==> src/rtl/if_id_stage.sv <==
// Instruction fetch stage with IF/ID pipeline register for the RV32I pipeline.
// Owns the PC, talks to the instruction cache and absorbs latency, stalls and redirects.
module if_id_stage #(
  parameter logic [31:0] RESET_PC  = 32'h0000_0060,
  parameter logic [31:0] NOP_INSTR = 32'h0000_0013
) (
  input  logic        clk,
  input  logic        rst,
  input  logic        stall,
  input  logic        redirect,
  input  logic [31:0] redirect_pc,
  output logic        inst_read,
  output logic [31:0] inst_addr,
  input  logic        inst_resp,
  input  logic [31:0] inst_rdata,
  output logic [31:0] if_id_pc,
  output logic [31:0] if_id_instr,
  output logic        false_NOP
);

  typedef enum logic [1:0] {
    FETCH = 2'd0,
    HOLD  = 2'd1,
    DROP  = 2'd2
  } state_t;

  state_t      state, state_n;
  logic [31:0] pc, pc_n;
  logic [31:0] pend_pc, pend_pc_n;
  logic [31:0] buf_pc, buf_pc_n;
  logic [31:0] buf_instr, buf_instr_n;
  logic [31:0] if_id_pc_n;
  logic [31:0] if_id_instr_n;
  logic        false_NOP_n;

  logic [31:0] target;
  logic [31:0] pc_plus4;

  assign target    = redirect_pc & 32'hFFFF_FFFC;
  assign pc_plus4  = pc + 32'd4;
  assign inst_addr = pc;
  assign inst_read = rst && (state == FETCH || state == DROP);

  // Bubbles keep the old if_id_pc; only the instruction word and flag change.
  always_comb begin
    state_n       = state;
    pc_n          = pc;
    pend_pc_n     = pend_pc;
    buf_pc_n      = buf_pc;
    buf_instr_n   = buf_instr;
    if_id_pc_n    = if_id_pc;
    if_id_instr_n = if_id_instr;
    false_NOP_n   = false_NOP;

    case (state)
      FETCH: begin
        if (redirect) begin
          if_id_instr_n = NOP_INSTR;
          false_NOP_n   = 1'b1;
          if (inst_resp) begin
            pc_n = target;
          end else begin
            pend_pc_n = target;
            state_n   = DROP;
          end
        end else if (inst_resp) begin
          if (stall) begin
            buf_pc_n    = pc;
            buf_instr_n = inst_rdata;
            state_n     = HOLD;
          end else begin
            if_id_pc_n    = pc;
            if_id_instr_n = inst_rdata;
            false_NOP_n   = 1'b0;
            pc_n          = pc_plus4;
          end
        end else if (!stall) begin
          if_id_instr_n = NOP_INSTR;
          false_NOP_n   = 1'b1;
        end
      end

      HOLD: begin
        if (redirect) begin
          if_id_instr_n = NOP_INSTR;
          false_NOP_n   = 1'b1;
          pc_n          = target;
          state_n       = FETCH;
        end else if (!stall) begin
          if_id_pc_n    = buf_pc;
          if_id_instr_n = buf_instr;
          false_NOP_n   = 1'b0;
          pc_n          = pc_plus4;
          state_n       = FETCH;
        end
      end

      DROP: begin
        // The stale response still has to be consumed before fetching the target.
        if (redirect) begin
          if_id_instr_n = NOP_INSTR;
          false_NOP_n   = 1'b1;
          if (inst_resp) begin
            pc_n    = target;
            state_n = FETCH;
          end else begin
            pend_pc_n = target;
          end
        end else begin
          if (!stall) begin
            if_id_instr_n = NOP_INSTR;
            false_NOP_n   = 1'b1;
          end
          if (inst_resp) begin
            pc_n    = pend_pc;
            state_n = FETCH;
          end
        end
      end

      default: begin
        state_n = FETCH;
      end
    endcase
  end

  always_ff @(posedge clk) begin
    if (!rst) begin
      state       <= FETCH;
      pc          <= RESET_PC;
      pend_pc     <= RESET_PC;
      buf_pc      <= 32'd0;
      buf_instr   <= NOP_INSTR;
      if_id_pc    <= 32'd0;
      if_id_instr <= NOP_INSTR;
      false_NOP   <= 1'b1;
    end else begin
      state       <= state_n;
      pc          <= pc_n;
      pend_pc     <= pend_pc_n;
      buf_pc      <= buf_pc_n;
      buf_instr   <= buf_instr_n;
      if_id_pc    <= if_id_pc_n;
      if_id_instr <= if_id_instr_n;
      false_NOP   <= false_NOP_n;
    end
  end

endmodule

==> config.mk <==
export PLATFORM = sky130hd
export DESIGN_NAME = if_id_stage
export DESIGN_NICKNAME = d
export VERILOG_FILES = /design/src/rtl/if_id_stage.sv
export SDC_FILE = /design/constraint.sdc
export NUM_CORES = 1
export LEC_CHECK = 0
export CORE_UTILIZATION = 58
export DETAILED_ROUTE_END_ITERATION = 7
export DONT_BUFFER_PORTS = 1
export GPL_TIMING_DRIVEN = 0
export PLACE_DENSITY = 0.76
export SYNTH_ARGS = -nofsm -noshare
export SYNTH_HDL_FRONTEND = slang
export SYNTH_SLANG_ARGS = --single-unit
==> constraint.sdc <==
create_clock -name clk -period 2.34 [get_ports clk]
set_clock_uncertainty 0.15 [all_clocks]
set_input_delay 0.468 -clock clk [delete_from_list [all_inputs] [get_ports clk]]
set_output_delay 0.468 -clock clk [all_outputs]
set_load 0.05 [all_outputs]
## Yosys cells after proc, flatten, opt, wreduce, memory -nomap -nowiden

Cells that the tools add are included.

| storage, ports and cells | value |
|---|---|
| register bits after elaboration | 193 |
| bits of input ports | 69 |

| cells by class | value |
|---|---|
| $add $sub $neg | 1 |
| eq/ne operators | 14 |
| muxes and demuxes | 37 |
| bitwise gates (word level) | 2 |
| reductions and logical operators | 12 |

Operators by type and width:

| cell | count |
|---|---|
| 32-bit 2-to-1 mux | 19 |
| 32-bit case mux with 3 select lines | 2 |
| 32-bit case mux with 2 select lines | 1 |
| 32-bit by 3-bit adder with 32-bit output (second input constant) | 1 |
| 3-bit != test (second input constant) | 5 |
| 2-bit 2-to-1 mux | 7 |
| 2-bit != test (second input constant) | 6 |
| 3-bit AND reduction | 3 |
| 1-bit 2-to-1 mux | 6 |
| 2-bit case mux with 3 select lines | 1 |
| 6-bit AND reduction | 1 |
| 5-bit AND reduction | 1 |
| 4-bit != test (second input constant) | 1 |
| 4-bit AND reduction | 1 |
| 1-bit case mux with 3 select lines | 1 |
| 3-bit nonzero test | 1 |
| 2-bit by 1-bit == test with 1-bit output (second input constant) | 1 |
| 2-bit == test (second input constant) | 1 |
| 2-bit zero test | 1 |
| 1-bit NOT | 2 |
| 2-bit nonzero test | 1 |
| 2-bit OR reduction | 1 |
| 1-bit logical AND | 1 |
| 1-bit logical OR | 1 |

## Logic depth before layout (Yosys ltp)

Gate-level depths: netlist of the first run.

| logic depth | value |
|---|---|
| depth in word-level cells | 5 |
| depth in mapped cells | 11 |
| gate-level depth less buffers | 8 |

## Least setup slack after synthesis of the first run

Ideal clock, no wire load.

| timing path | value |
|---|---|
| path kind | register to register |
| start | register pc[12] (netlist: inst_addr[12]) |
| end | register pc[29] (netlist: inst_addr[29]) |
| arrival time | 2481 ps |
| setup slack | -352 ps |
| cell stages (with the launch flop) | 8 |
| buffers on the path | 1 |
| period minus slack after synthesis | 2692 ps |
| cell sequence | dfxtp_1 buf_4 nand3_2 or3_4 or4_4 o311ai_2 a31oi_1 and4bb_1 |

| on the way | value |
|---|---|
| cells in the longest elaborated chain, start to end | 5 |
| elaborated cells between the ends (all ways) | 6 |
| classes of those cells | add/sub (1); mux (5) |

RTL lines:

| what | RTL line | RTL |
|---|---|---|
| start, declared | 28 | `logic [31:0] pc, pc_n;` |
| start signal, assigned | 139 | `pc <= pc_n;` |
| 32-bit by 3-bit adder with 32-bit output * | 40 | `assign pc_plus4 = pc + 32'd4;` |
| 32-bit 2-to-1 mux * | 67, 89 |  |
| 32-bit 2-to-1 mux | 66 | `end else if (inst_resp) begin` |
| 32-bit 2-to-1 mux | 57 | `if (redirect) begin` |
| 32-bit case mux with 3 select lines * | 55 | `case (state)` |

Mark *: on every way between the ends. The rest lies on a longest branch, timed or not. The select of a mux whose other input is x is not followed.
A chain may end at the register's enable or synchronous reset.

## Final worst setup path of the first run

| timing path | value |
|---|---|
| start | register pc[12] (netlist: inst_addr[12]) |
| end | register pc[31] (netlist: inst_addr[31]) |

The elaborated chain is that of the path after synthesis.

==> flow_summary.yaml, run 1 <==
worst_setup_path:
  cp-endpoint: "inst_addr[31]$_SDFFE_PN0P_"
  worstPathArrival_ns: 2.62
  end_kind: "register"
  cpPeakStageDelay_ns: 0.54
  rr_worst_depth: 8
  critPathLaunchType: "register"
  cp_cell_sequence: "buf_6 -> nand3_4 -> or3_4 -> or4_4 -> buf_4 -> nor3_4 -> xnor2_1 -> o221ai_1"
  rr_startpoint: "inst_addr[12]$_SDFFE_PN0P_"
  cp.required_ns: 2.51
  r2r-end: "inst_addr[31]$_SDFFE_PN0P_"
  cp-startpoint: "inst_addr[12]$_SDFFE_PN0P_"
  rrSetupSlack_ns: -0.11
  crit_type: "reg2reg"
  crit_slowest_cell: "or4_4"
  cp_max_fo: 5
sta:
  layout_setup_ws_ns: -0.1148
  min_period_ns: 2.455
  slew_viol_final: 0
  final-setup-viol-count: 5
  finalHoldViolCount: 1
  worst_slew_pin_slew_ns: 0.8021
  maxSlewHeadroom: 0.4645
  fin_crit_sh: 1.049
  timing.fmax_ghz: 0.4074
  rsz0062_at_grt: "true"
  hold_slack_ns: -0.0003125
clock_network:
  cts_tree: "done"
  clk_latency_ns: 0.45
  clk_pin_slew_ns: 0.08
  htreeDepth: 4
  clock_path_buffers: 2
  cts_root_buf: "clkbuf_16"
  numClockSinks: 193
  numCtsBuffers: 17
synthesis:
  ys_seq_area_frac: 0.3655
  synthTopCellsByArea: "dfxtp_1, nand2_1, a21boi_0"
  synth_top_area_frac: 0.3655
  synthesis.nets: 1415
  synthAdderAreaFrac: 0.005918
  synth_ff_type: "dfxtp_1"
  ys_ff_latch: 193
  yosys.area.top_type: "dfxtp_1"
  yosys.area_share.simple: 0.2152
  synthCells: 1341
  ys_types: 63
  synth_mux_area_frac: 0.05409
  yosys_warnings: 0
  avgSynthCellArea_um2: 7.883
  synth_common_cells: "nand2_1, dfxtp_1, clkbuf_1"
  ys_async_sr_fraction: 0
  synth_top_family_by_area: "compound AO/OA/AOI/OAI gates"
  synthXorXnorAreaFrac: 0.005800
  synth-edff-count: 0
  synth_area_um2: 10570
  synth.most_common_cell: "nand2_1"
  synth_compound_area_frac: 0.2927
final_layout:
  instances_no_fill: 1630
  drive_gt1_frac: 0.1663
  n_antenna_cell: 0
  area_growth_pct: 16.75
  final_nets: 1462
  finalCoreUtilization: 0.6894
floorplan:
  num_rows: 49
  coreArea_um2: 17900
  fp.dieArea_um2: 18770
  initial_core_util: 0.5905
  ios: 167
  fp.dieH_um: 137.0
  die_x_um: 137.0
placed_design:
  dp_slack_ns: -0.6581
  place_inst: 1570
  gp_congestion: 1.003
  detailed_place_hpwl_mm: 25.79
  io_buffers: 0
hold_path:
  holdPathStages: 2
  worst_hold_path_type: "in2reg"
power:
  cellPowerDensity_nw_per_um2: 797.7
  total_power_w: 0.009844
  ir_drop_uv: 551.7
  p_leak_nw: 4.744
grt:
  grt_start_max_net_pins: 20
  grt-ovfl-total: 0
  grt_pass1_vias: 10150
  grt_usage: 0.3788
  antenna_found_initial: 0
  grt_pass1_wl_mm: 54.22
run_status:
  outcome: "finished with violations"
  violations: "negative hold slack, negative setup slack"
drt:
  wl_per_cell_um: 22.32
  finalWirelength_mm: 36.38
  vias: 10799
  drtIter0Drc: 969
  ant_nets: 0
  via_per_inst: 6.625
  first_pass_iters: 6
  drc: 0
run:
  drv_cap: 0
[metrics by stage]
step	hold slack, ns	cell area, um^2	TNS (ns)
4_1_cts	0.003579	12030	-0.1461
3_5_place_dp	0.3075	10900	-60.16
3_3_place_gp	0.2997	10900	-55.94
2_1_floorplan	0.2903	10620	-0.07207
5_1_grt	0.006363	12340	-0.7178
6_report	-0.0003125	12340	-0.4007
[how the worst min path moves through the flow]
stage | from | endpoint | slack (ns)
finish | inst_rdata[14] | buf_instr[14]$_SDFFE_PN0P_ | -0.0003
floorplan | pend_pc[17]$_SDFFE_PN0P_ | pend_pc[17]$_SDFFE_PN0P_ | 0.29
global placement | buf_pc[27]$_SDFFE_PN0P_ | buf_pc[27]$_SDFFE_PN0P_ | 0.30
global route | inst_rdata[13] | buf_instr[13]$_SDFFE_PN0P_ | 0.006
CTS | inst_rdata[7] | buf_instr[7]$_SDFFE_PN0P_ | 0.004
detailed placement | buf_pc[2]$_SDFFE_PN0P_ | buf_pc[2]$_SDFFE_PN0P_ | 0.31
[kinds of logic after synthesis]
| group | Yosys count |
|---|---|
| buffers and inverters | 150 |
| AOI/OAI and AO/OA | 420 |
| xor gates and xnor gates | 7 |
| DFF | 193 |
| muxes | 57 |
| and+or+nand+nor | 509 |
| adders and majority gates | 5 |
[metal layers]
| layer | vias to the layer above | share of wire | track usage |
|---|---|---|---|
| li1 | 4887 | - | - |
| met1 | 5132 | 0.38 | 0.4399 |
| met2 | 621 | 0.46 | 0.6181 |
| met3 | 159 | 0.11 | 0.1096 |
| met4 | 0 | 0.055 | 0.2228 |
| met5 | - | 0 | 0 |
[cells in the final DEF, fill, tap and decap left out, types with 22 or more instances in the layout]
| cell type | count |
|---|---|
| a21boi_0 | 97 |
| a21oi_1 | 30 |
| a221oi_1 | 27 |
| a22o_1 | 35 |
| buf_4 | 38 |
| clkbuf_1 | 50 |
| clkbuf_2 | 30 |
| dfxtp_1 | 166 |
| mux2i_1 | 56 |
| nand2_1 | 321 |
| nor2_1 | 51 |
| nor3b_1 | 32 |
| o211a_1 | 35 |
| o211ai_1 | 22 |
| o21ai_0 | 72 |
[critical path: cells and delay by family, from the launching register on]
family          cells  cell delay (ns)
simple gates        4             1.12
flops               1             0.45
xor+xnor            1             0.15
buf+inv             2             0.31
compound gates      1             0.14
[cell type report]
| type | count | area (um^2) |
|---|---|---|
| tap | 229 | 286.5 |
| buffer | 127 | 737.0 |
| inverter | 16 | 63.81 |
| fill | 1521 | 5560 |
| timing repair buffer | 35 | 281.5 |
| clock buffer | 18 | 429.2 |
| multi-input combinational | 998 | 6404 |
| clock inverter | 14 | 192.7 |
| sequential | 193 | 3948 |
[power breakdown]
part,switching (W),internal [W],total [W],leakage (nW)
logic,0.00139,0.000878,0.00227,2.85
clock network,0.00147,0.00164,0.00311,0.303
registers,0.000916,0.00355,0.00446,1.59
[timing repair]
action | 4_1_cts | 5_1_grt
buffers inserted | 19 | 15
gates resized for setup | 121 | 98
hold endpoints to repair | 1 | 0
pin swaps | 10 | 7
hold buffers | 1 | 0
endpoints found under the setup margin | 157 | 142
[sequential cells by signal, indices dropped and copies added, names as in the netlist]
register     cells
if_id_instr     32
buf_instr       32
if_id_pc        32
inst_addr       32
false_NOP        1
state            2
pend_pc         30
buf_pc          32
Power figures use the tool's default switching activity.
==> inputs of run 2 (changes only) <==
Settings changed: ABC_AREA set to 1.
==> run 2 against run 1 <==
- the run ends with negative hold slack left
- utilization decreased by 2.0 points
- sequential power increased by 51%
- fmax increased by 5.7%
- critical path depth decreased by 2
- via count increased by 5.3%
- largest power group unchanged
- sequential share of layout area increased by 1.7 points
- largest cell class unchanged
- critical endpoint is now inst_read
- final area decreased by 5.8%
- combinational power increased to 2.7 times the previous value
- critical path type is now reg2out
- flip-flop and latch count unchanged
==> flow_summary.yaml, run 2 <==
final_layout:
  n_antenna_cell: 0
  finalCoreUtilization: 0.6695
  design_area_um2: 11620
  area_growth_pct: 12.19
  final_common_cell: "nand2_1"
  final_nets: 1631
  drive_gt1_frac: 0.1414
  final_cell_mix: "nand2_1, o21ai_0, a21oi_1"
hold_path:
  worst_hold_path_type: "in2reg"
sta:
  finalHoldViolCount: 4
  maxSlewHeadroom: 0.3742
  slew_viol_final: 0
  fin_crit_sh: 0.9922
  worst_slew_pin_slew_ns: 0.9387
  timing.fmax_ghz: 0.4307
  setup_tns_ns: 0
  rsz0062_at_grt: "true"
  min_period_ns: 2.322
  hold_slack_ns: -0.001653
  final-setup-viol-count: 0
placed_design:
  postPlaceCellArea_um2: 10640
  detailed_place_hpwl_mm: 26.14
  gp_congestion: 0.9664
  io_buffers: 0
grt:
  grt_pass1_wl_mm: 55.54
  grt_pass1_vias: 10260
  grt_start_max_net_pins: 19
  grt-ovfl-total: 0
  grt_usage: 0.3947
  antenna_found_initial: 0
run_status:
  outcome: "finished with violations"
  violations: "negative hold slack"
synthesis:
  synth-edff-count: 0
  synthesis.nets: 1592
  synthAdderAreaFrac: 0.006040
  synthTopCellsByArea: "dfxtp_1, o21ai_0, nand2_1"
  ys_seq_area_frac: 0.3730
  yosys_warnings: 0
  synth_mux_area_frac: 0
  synthXorXnorAreaFrac: 0.003382
  synth_ff_type: "dfxtp_1"
  synth_compound_area_frac: 0.3073
  synthCells: 1518
  avgSynthCellArea_um2: 6.823
  synth_top_area_frac: 0.3730
  synth_common_cells: "nand2_1, o21ai_0, dfxtp_1"
  synth.most_common_cell: "nand2_1"
  yosys.area.top_type: "dfxtp_1"
  ys_async_sr_fraction: 0
  synth_area_um2: 10360
  synth_top_family_by_area: "compound AO/OA/AOI/OAI gates"
  yosys.area_share.simple: 0.2137
  ys_ff_latch: 193
  ys_types: 42
power:
  p_leak_nw: 4.555
  ir_drop_uv: 727.6
  cellPowerDensity_nw_per_um2: 1379
worst_setup_path:
  rrSetupSlack_ns: 0.04
  cp.required_ns: 1.72
  critPathLaunchType: "register"
  worstPathArrival_ns: 1.70
  cp_max_fo: 3
  crit_type: "reg2out"
  end_kind: "primary output"
clock_network:
  numCtsBuffers: 17
  clk_pin_slew_ns: 0.07
  clk_latency_ns: 0.45
  numClockSinks: 193
  clock_path_buffers: 2
  cts_root_buf: "clkbuf_16"
  htreeDepth: 4
  cts_tree: "done"
drt:
  first_pass_iters: 6
  ant_nets: 0
  drtIter0Drc: 1380
  wl_per_cell_um: 20.53
  via_per_inst: 6.337
  finalWirelength_mm: 36.85
  vias: 11375
  drc: 0
floorplan:
  fp.dieArea_um2: 18400
  ios: 167
  initial_core_util: 0.5967
  die_x_um: 135.6
  fp.dieH_um: 135.6
  coreArea_um2: 17360
  num_rows: 48
run:
  drv_cap: 0
[run 2: final cells by class]
type / count / area [um^2]
repair buffers: 20 / 190.2
clock inverters: 14 / 167.7
multi-input cells: 1086 / 5570
flip-flops and latches: 193 / 3919
well taps: 225 / 281.5
inverters: 110 / 419.2
fillers: 1536 / 5737
repair inverters: 1 / 7.507
clock buffers: 18 / 439.2
plain buffers: 128 / 625.6
[run 2: what timing repair did]
item                       in CTS  in global routing
setup buffers                   1                 10
hold endpoints to repair        5                  3
gates cloned                    0                  2
pin swaps                       2                  4
hold buffers                    5                  3
setup endpoints to repair      70                123
gates resized for setup        38                 62
[run 2: layer usage]
layer	part of all wire	track usage	vias up
met4	0.043	0.1954	0
met5	0	0	-
li1	-	-	5303
met3	0.13	0.1089	139
met1	0.37	0.4817	5107
met2	0.46	0.6361	826
[run 2: cells by family (layout without fill, tap and decap cells)]
group,after synthesis,in the layout
compound gates,554,554
simple gates,523,523
buf+inv,239,291
flops,193,193
fa+ha+maj,5,5
xor+xnor,4,4
[run 2: metrics by stage]
step	total power, W	setup slack [ns]	instances
global route	0.01677	-0.07311	1795
detailed placement	0.01222	-0.3269	1743
floorplan	0.01049	0.1514	1518
CTS	0.01542	-0.03470	1780
global placement	0.01211	-0.2993	1743
finish	0.01603	0.01829	1795
[run 2: worst paths after layout]
| check | start | to | cells past startpoint |
|---|---|---|---|
| setup / recovery | state[0]$_SDFFE_PN0P_ | inst_read | 6 |
| hold / removal | inst_rdata[15] | buf_instr[15]$_SDFFE_PN0P_ | 2 |
| setup reg to reg | state[1]$_SDFFE_PN0P_ | if_id_pc[18]$_SDFFE_PN0P_ | 10 |
| hold reg to reg | pend_pc[16]$_SDFFE_PN0P_ | pend_pc[16]$_SDFFE_PN0P_ | 2 |
[run 2: worst max-delay path, stage by stage (launching register included)]
cell and delay [ns]:
dfxtp_1 0.34, inv_2 0.11, ha_2 0.20, inv_1 0.09
nand2_2 0.12, inv_2 0.07, nor2_4 0.31
[run 2: power by group]
group / switching, W / internal (W) / total [W]
Clock: 0.00142 / 0.00164 / 0.00307
Sequential: 0.00260 / 0.00414 / 0.00674
Combinational: 0.00415 / 0.00207 / 0.00622
Total: 0.00818 / 0.00785 / 0.0160
==> inputs of run 3 (changes only) <==
Settings changed: CORE_ASPECT_RATIO set to 1.75.
==> run 3 against run 2 <==
- the flow now finishes without violations
- sequential power hardly changed
- setup slack better by 0.0056 ns
- flip-flop and latch count stayed put
- fmax is 0.24% higher
- via count is 0.61% lower
- non-clock buffer count is 12 lower
- utilization is 1.0 points lower
- global-route usage is 1.8 points higher
- largest cell class unchanged
- largest power group unchanged
==> flow_summary.yaml, run 3 (synthesized netlist as in run 2, its figures left out) <==
sta:
  worst_slew_pin_slew_ns: 0.9413
  slew_viol_final: 0
  hold_slack_ns: 0.0009501
  maxSlewHeadroom: 0.3724
  min_period_ns: 2.316
  finalHoldViolCount: 0
  layout_setup_ws_ns: 0.02390
  final-setup-viol-count: 0
  timing.fmax_ghz: 0.4318
  rsz0062_at_grt: "true"
  fin_crit_sh: 0.9898
worst_setup_path:
  cp_max_fo: 6
  critPathLaunchType: "register"
  rr_startpoint: "state[1]$_SDFFE_PN0P_"
  end_kind: "primary output"
  cp.required_ns: 1.72
  crit_slowest_cell: "dfxtp_1"
  worstPathArrival_ns: 1.70
  crit_type: "reg2out"
  r2r-end: "if_id_pc[11]$_SDFFE_PN0P_"
  rrSetupSlack_ns: 0.03
  cp_cell_sequence: "inv_2 -> ha_4 -> inv_2 -> nand2_2 -> inv_2 -> nor2_4"
  rr_worst_depth: 10
  cpPeakStageDelay_ns: 0.35
  crit_top_cell: "inv_2"
clock_network:
  htreeDepth: 4
  numClockSinks: 193
  clk_pin_slew_ns: 0.08
  cts_root_buf: "clkbuf_16"
  numCtsBuffers: 17
  cts_tree: "done"
  clk_latency_ns: 0.45
  hold_buffers: 0
  clock_path_buffers: 2
power:
  p_leak_nw: 4.483
  cellPowerDensity_nw_per_um2: 1383
  ir_drop_uv: 699.0
placed_design:
  io_buffers: 0
  dp_slack_ns: -0.3614
  detailed_place_hpwl_mm: 27.90
  gp_congestion: 1.005
hold_path:
  worst_hold_path_type: "in2reg"
  holdPathEnd: "buf_instr[9]$_SDFFE_PN0P_"
  holdPathStages: 2
  min_from: "inst_rdata[9]"
final_layout:
  final_cell_mix: "nand2_1, o21ai_0, a21oi_1"
  final_nets: 1619
  area_growth_pct: 11.11
  drive_gt1_frac: 0.1387
  final_common_cell: "nand2_1"
  fill_cells: 1709
drt:
  drc: 0
  finalWirelength_mm: 37.94
  wl_per_cell_um: 21.21
  ant_nets: 0
  via_per_inst: 6.320
  drtIter0Drc: 1061
  first_pass_iters: 7
  vias: 11306
grt:
  grt_pass1_wl_mm: 56.81
  antenna_found_initial: 0
  grt_usage: 0.4126
  grt_start_max_net_pins: 17
  grt-ovfl-total: 0
  grt_pass1_vias: 10613
run_status:
  outcome: "complete, no violations"
floorplan:
  die_x_um: 103.0
  initial_core_util: 0.5933
  coreArea_um2: 17460
  fp.dieArea_um2: 18420
  fp.dieH_um: 178.8
  ios: 167
  num_rows: 64
run:
  drv_cap: 0
## run 3: through the flow
stage / TNS, ns / power (W) / instances / instance area, um^2 / utilization
finish: 0 / 0.01592 / 1789 / 11510 / 0.6593
global route: -0.6769 / 0.01661 / 1788 / 11510 / 0.6591
CTS: -0.1396 / 0.01539 / 1780 / 11320 / 0.6482
detailed placement: -7.804 / 0.01224 / 1749 / 10650 / 0.6099
global placement: -6.336 / 0.01215 / 1749 / 10650 / 0.6099
floorplan: 0 / 0.01049 / 1518 / 10360 / -
## run 3: layer usage
metal	GRT usage	up-vias	wire, um	part of all wire
met1	0.4228	5134	12670	0.33
met4	0.3181	0	2836	0.075
li1	-	5282	-	-
met3	0.1068	207	3736	0.098
met5	0	-	0	0
met2	0.7022	683	18700	0.49
## run 3: worst max path at each step
stage | to | depth (start not counted) | slack, ns | startpoint
2_1_floorplan | inst_addr[16]$_SDFFE_PN0P_ | 10 | 0.15 | inst_addr[2]$_SDFFE_PN0P_
3_3_place_gp | inst_addr[24]$_SDFFE_PN0P_ | 12 | -0.35 | inst_addr[3]$_SDFFE_PN0P_
3_5_place_dp | inst_addr[24]$_SDFFE_PN0P_ | 12 | -0.36 | inst_addr[2]$_SDFFE_PN0P_
4_1_cts | inst_read | 6 | -0.14 | state[0]$_SDFFE_PN0P_
5_1_grt | if_id_pc[1]$_SDFFE_PN0P_ | 10 | -0.06 | state[1]$_SDFFE_PN0P_
6_report | inst_read | 6 | 0.02 | state[0]$_SDFFE_PN0P_
## run 3: final cells by class
class / count / area (um^2) / share of cell area
clock inverters: 12 / 157.7 / 0.01370
clock buffers: 19 / 432.9 / 0.03762
diodes: 1 / 2.502 / 0.0002174
plain buffers: 129 / 634.4 / 0.05512
repair inverters: 1 / 7.507 / 0.0006523
repair buffers: 7 / 52.55 / 0.004566
inverters: 110 / 415.4 / 0.03609
well taps: 231 / 289.0 / 0.02511
flip-flops and latches: 193 / 3919 / 0.3405
multi-input cells: 1086 / 5598 / 0.4864
## run 3: worst max-delay path: cells and delay by family, from the launching register on
| family | cells | cell delay (ns) |
|---|---|---|
| simple gates | 2 | 0.44 |
| flops | 1 | 0.35 |
| buf+inv | 3 | 0.28 |
| fa+ha+maj | 1 | 0.18 |
## run 3: where the power goes
group	switching, W	total [W]	internal (W)
clock network	0.00139	0.00307	0.00169
logic	0.00413	0.00612	0.00199
registers	0.00259	0.00673	0.00414
## run 3: repair_timing
item	in CTS	in global routing
pin swaps	0	7
buffers inserted	0	7
cloned	0	1
gates resized for setup	38	75
setup endpoints to repair	72	138
hold endpoints to repair	0	0
